--- src/rtl/program_loader_if.sv ---
// Purpose: bundles the program_loader control, UART byte stream and
//          instruction-memory write port into one interface.
// Ports:   i_start/i_rx_data/i_rx_valid in to the loader (slave side);
//          o_we/o_addr/o_wdata/o_busy/o_done/o_overflow/o_count out of it.
interface program_loader_if #(
  parameter int ADDR_W = 6
);
  logic              i_start;
  logic [7:0]        i_rx_data;
  logic              i_rx_valid;
  logic              o_we;
  logic [ADDR_W-1:0] o_addr;
  logic [31:0]       o_wdata;
  logic              o_busy;
  logic              o_done;
  logic              o_overflow;
  logic [ADDR_W:0]   o_count;

  // Debug unit / UART / memory side.
  modport master (
    output i_start, i_rx_data, i_rx_valid,
    input  o_we, o_addr, o_wdata, o_busy, o_done, o_overflow, o_count
  );

  // Loader side.
  modport slave (
    input  i_start, i_rx_data, i_rx_valid,
    output o_we, o_addr, o_wdata, o_busy, o_done, o_overflow, o_count
  );
endinterface

--- src/rtl/program_loader.sv ---
// Purpose: packs UART bytes big-endian into 32-bit words and writes them to
//          consecutive instruction-memory addresses until HALT or memory full.
// Ports:   clk, reset (sync, active-high), bus (program_loader_if.slave).
//          Write latency: o_we one cycle after the 4th byte strobe; never stalls.
module program_loader #(
  parameter int          ADDR_W    = 6,
  parameter logic [31:0] HALT_WORD = 32'hFFFFFFFF
) (
  input  logic              clk,
  input  logic              reset,
  program_loader_if.slave   bus
);

  typedef enum logic [1:0] {
    S_IDLE = 2'd0,
    S_LOAD = 2'd1,
    S_DONE = 2'd2
  } state_t;

  state_t            r_state;
  state_t            w_state_nxt;

  logic [1:0]        r_byte_cnt;
  logic [23:0]       r_shift;     // only the three oldest bytes are ever needed
  logic              r_we;
  logic [ADDR_W-1:0] r_addr;
  logic [31:0]       r_wdata;
  logic              r_overflow;
  logic [ADDR_W:0]   r_count;

  logic              w_byte_acc;
  logic              w_word_done;
  logic              w_is_halt;
  logic              w_is_last;
  logic              w_enter_load;

  assign w_byte_acc   = (r_state == S_LOAD) && bus.i_rx_valid;
  assign w_word_done  = w_byte_acc && (r_byte_cnt == 2'd3);
  // Both terminations are judged on the word being written this cycle.
  assign w_is_halt    = r_we && (r_wdata == HALT_WORD);
  assign w_is_last    = r_we && (r_addr == {ADDR_W{1'b1}});
  assign w_enter_load = (r_state != S_LOAD) && (w_state_nxt == S_LOAD);

  // State register
  always_ff @(posedge clk) begin
    if (reset) begin
      r_state <= S_IDLE;
    end else begin
      r_state <= w_state_nxt;
    end
  end

  // Next-state logic
  always_comb begin
    w_state_nxt = r_state;
    case (r_state)
      S_IDLE: if (bus.i_start)             w_state_nxt = S_LOAD;
      S_LOAD: if (w_is_halt || w_is_last)  w_state_nxt = S_DONE;
      S_DONE: if (bus.i_start)             w_state_nxt = S_LOAD;
      default:                             w_state_nxt = S_IDLE;
    endcase
  end

  // Datapath
  always_ff @(posedge clk) begin
    if (reset) begin
      r_byte_cnt <= 2'd0;
      r_shift    <= 24'd0;
      r_we       <= 1'b0;
      r_addr     <= '0;
      r_wdata    <= 32'd0;
      r_overflow <= 1'b0;
      r_count    <= '0;
    end else begin
      r_we <= w_word_done;
      if (w_enter_load) begin
        r_byte_cnt <= 2'd0;
        r_addr     <= '0;
        r_count    <= '0;
        r_overflow <= 1'b0;
      end else begin
        // A byte in the write cycle is independent of the address bump below.
        if (w_byte_acc) begin
          r_shift    <= {r_shift[15:0], bus.i_rx_data};
          r_byte_cnt <= r_byte_cnt + 2'd1;
          if (r_byte_cnt == 2'd3) begin
            r_wdata <= {r_shift, bus.i_rx_data};
          end
        end
        if (r_we) begin
          // Address wraps to 0 naturally after the last slot.
          r_addr  <= r_addr + {{(ADDR_W-1){1'b0}}, 1'b1};
          r_count <= r_count + {{ADDR_W{1'b0}}, 1'b1};
          if (w_is_last && !w_is_halt) begin
            r_overflow <= 1'b1;
          end
        end
      end
    end
  end

  assign bus.o_we       = r_we;
  assign bus.o_addr     = r_addr;
  assign bus.o_wdata    = r_wdata;
  assign bus.o_busy     = (r_state == S_LOAD);
  assign bus.o_done     = (r_state == S_DONE);
  assign bus.o_overflow = r_overflow;
  assign bus.o_count    = r_count;

endmodule

--- src/flat_wrapper.sv ---
// flat-port wrapper written by rule: the top's interface ports become plain ports
module program_loader_flat 
#(
  parameter int          ADDR_W    = 6,
  parameter logic [31:0] HALT_WORD = 32'hFFFFFFFF
)
  (clk, reset, bus_i_start, bus_i_rx_data, bus_i_rx_valid, bus_o_we, bus_o_addr, bus_o_wdata, bus_o_busy, bus_o_done, bus_o_overflow, bus_o_count);
  program_loader_if #(.ADDR_W(ADDR_W)) bus_i ();
  input  logic clk;
  input  logic reset;
  input wire logic [$bits(bus_i.i_start)-1:0] bus_i_start;
  input wire logic [$bits(bus_i.i_rx_data)-1:0] bus_i_rx_data;
  input wire logic [$bits(bus_i.i_rx_valid)-1:0] bus_i_rx_valid;
  output wire logic [$bits(bus_i.o_we)-1:0] bus_o_we;
  output wire logic [$bits(bus_i.o_addr)-1:0] bus_o_addr;
  output wire logic [$bits(bus_i.o_wdata)-1:0] bus_o_wdata;
  output wire logic [$bits(bus_i.o_busy)-1:0] bus_o_busy;
  output wire logic [$bits(bus_i.o_done)-1:0] bus_o_done;
  output wire logic [$bits(bus_i.o_overflow)-1:0] bus_o_overflow;
  output wire logic [$bits(bus_i.o_count)-1:0] bus_o_count;
  assign bus_i.i_start = bus_i_start;
  assign bus_i.i_rx_data = bus_i_rx_data;
  assign bus_i.i_rx_valid = bus_i_rx_valid;
  assign bus_o_we = bus_i.o_we;
  assign bus_o_addr = bus_i.o_addr;
  assign bus_o_wdata = bus_i.o_wdata;
  assign bus_o_busy = bus_i.o_busy;
  assign bus_o_done = bus_i.o_done;
  assign bus_o_overflow = bus_i.o_overflow;
  assign bus_o_count = bus_i.o_count;
  program_loader #(.ADDR_W(ADDR_W), .HALT_WORD(HALT_WORD)) u_core (.clk(clk), .reset(reset), .bus(bus_i));
endmodule
--- config.mk ---
export PLATFORM = sky130hd
export DESIGN_NAME = program_loader_flat
export DESIGN_NICKNAME = d
export VERILOG_FILES = /design/src/rtl/program_loader_if.sv /design/src/rtl/program_loader.sv /design/src/flat_wrapper.sv
export SDC_FILE = /design/constraint.sdc
export NUM_CORES = 1
export LEC_CHECK = 0
export CORE_MARGIN = 2
export CORE_UTILIZATION = 54
export DETAILED_ROUTE_END_ITERATION = 8
export PLACE_DENSITY = 0.93
export SLEW_MARGIN = 20
export SYNTH_ARGS = -nofsm -noshare
export SYNTH_HDL_FRONTEND = slang
export SYNTH_SLANG_ARGS = --single-unit
--- constraint.sdc ---
create_clock -name clk -period 2.7 [get_ports clk]
set_clock_uncertainty 0.2 [all_clocks]
set_input_delay 0.54 -clock clk [delete_from_list [all_inputs] [get_ports clk]]
set_output_delay 0.54 -clock clk [all_outputs]
set_load 0.01 [all_outputs]
==> metrics <==
Synth Flop Type=dfxtp_1; M2 GR Usage=39.5%; Seq/Total Area, Yosys=53.2%; pin count of the biggest net entering global routing=40; Fillers=401; setup bufs post-CTS=0; Initial Util=a little under three fifths; Worst-path clk slew=0.08 ns; Post-synth ARST share=0%; NumNets Final=around 420; critical path data arrival time=between 1.5 and 2 ns; CTS tree=built; outcome=complete, no violations; diode count=0; Avg Inst Size Synth=8.17 sq um; gr busiest metal=met2; r2r startpoint=u_core.r_state[0]; drt first-iter violations=235; placed inst area=0.00345 sq mm; Cell variety after synth=28; Die X=76.3 microns; max-slew violations=0; register area=~0.0015 sq mm; Detail Route Antenna Nets=0; CTS resizes=0; Ports=61; Setup crit start kind=register; TritonCTS Sinks=75; FF-to-FF End=u_core.bus.o_wdata[13]; Cell Area, Synth=0.00282 sq mm; Clock Tree Root=clkbuf_8; Worst R2R Path Depth=5; most common cell after layout, fill and taps aside=nand2_1; Hold WC Path Type=reg -> reg; Worst-Skew Late Latency=0.36 ns; share of cells above drive strength 1=between 7 and 8%; Critical Path RT=1.96 ns; DRT Pass-1 Iters=4; Syn-to-layout area delta=30.1%; vias in the first global route=~2400; PortBufs=60; final hold viol count=0; Worst Hold Endpoint=u_core.bus.o_wdata[24]; crit path max fanout=4; Overflow after GRT=0; final core occ=between 70 and 80%; min Tclk post-route=2.42 ns; Yosys reg bits=75; Worst Max-Slew Pin Slew=0.534 ns; GP Congestion=around 0.82; Slew HR=64.1%; Die Area=0.00582 sq mm; core area=0.00507 sq mm; antenna violations before repair=0; Setup CP Type=reg -> out; met3 usage=under 10%; PwrDens=597 mW/mm^2; CTS buffer count=9; first-pass GRT wire length=around 11000 microns; Final Hold Slack=0.261 ns; R2R Setup Slk=1.02 ns; Hold Buf Count CTS=0; Multi-input gate area=roughly 0.0012 sq mm; dpl hpwl=4420 microns; die height=76.3 microns; DR WL/cell=13.7 microns; Post-synth EDFFs=0; design area=0.00367 sq mm; DRC Markers=0; hold path startpoint=u_core.r_shift[16]; synth warn=0; Max VDD drop=0.000493 V; drt via density=5.34; drt total wl=6540 microns; vias=roughly 2500; H-tree depth=3; met1 Usage GRT=29.0%; setup_tns=0 ns; FMAX=0.412 GHz; All-Layer GR Usage=23.7%; final setup vio count=0; crit share post-route=between 80% and 90%; Syn Nets=360; Hold Path Cell Cnt=2; highest-count cells in the layout ignoring fill and taps=nand2_1, dfxtp_1, clkdlybuf4s50_1; Leakage=0.00121 uW; Synth Instances=345; RSZ-0062 raised after global routing=no; Longest Clk Path Bufs=2; CP Capture Type=output pin; Max Cap Viol=0; Cell Rows=26
[metal layers]
layer	share of wire, %	wire length, microns
met1	43	2840
met2	50	3240
met3	4.4	291
met4	2.5	161
met5	0	0
[cell usage after synthesis, types with 3 or more instances]
cell / n / area, sq um
a21oi_2: 4 / 35.0
nand4_1: 13 / 81.3
buf_6: 4 / 45.0
xnor2_1: 3 / 26.3
nor2_1: 13 / 48.8
a21oi_1: 57 / 285
clkbuf_1: 10 / 37.5
xor2_1: 6 / 52.6
o21ai_0: 3 / 15.0
buf_2: 8 / 40.0
nand2_1: 122 / 458
dfxtp_1: 75 / 1500
or3_1: 3 / 18.8
ha_1: 3 / 37.5
inv_1: 3 / 11.3
[cell families after synthesis]
kind of cell    synth area share [%]
simple gates                    24.1
flops                           53.2
compound gates                  13.0
buf+inv                         4.75
xor+xnor                        2.80
fa+ha+maj                       1.33
mux                            0.710
[power by group]
part | internal (uW) | switching, uW
sequential | 1120 | 13.5
clock | 516 | 426
combinational | 44.1 | 71.3
total | 1680 | 510
[worst max-delay path by stage]
stage | startpoint | endpoint | cells past startpoint
finish | u_core.r_state[0] | bus_o_busy | 3
global route | u_core.r_state[0] | bus_o_busy | 3
CTS | u_core.r_state[0] | bus_o_busy | 3
detailed placement | bus_i_rx_valid | u_core.bus.o_wdata[13] | 6
global placement | bus_i_rx_valid | u_core.bus.o_wdata[18] | 6
floorplan | bus_i_rx_valid | u_core.bus.o_wdata[16] | 7
[state kept, by name (all words and copies together) (netlist names)]
name                   count
u_core.bus.o_count         7
u_core.r_byte_cnt          2
u_core.bus.o_we            1
u_core.bus.o_wdata        32
u_core.bus.o_overflow      1
u_core.r_shift            24
u_core.r_state             2
u_core.bus.o_addr          6
[critical path: stages (launching register included)]
cell,delay (ns)
dfxtp_1,0.38
or2b_1,0.27
inv_1,0.12
clkdlybuf4s50_1,0.56
[area by class of cell]
| type | count | area share (%) |
|---|---|---|
| Inverter | 3 | 0.307 |
| Sequential cell | 75 | 40.9 |
| Timing Repair Buffer | 68 | 18.2 |
| Tap cell | 70 | 2.39 |
| Multi-Input combinational cell | 245 | 32.3 |
| Clock inverter | 7 | 2.52 |
| Clock buffer | 9 | 3.38 |
[through the flow]
stage                     instances  power (uW)  setup slack, ns
after global routing            477        2260            0.233
after CTS                       477        2190            0.276
after global placement          461        1270            0.442
after detailed placement        461        1270            0.382
after floorplan                 345        1230             1.01
final                           477        2190            0.276
Note: power is estimated with default switching activity, not from simulation.
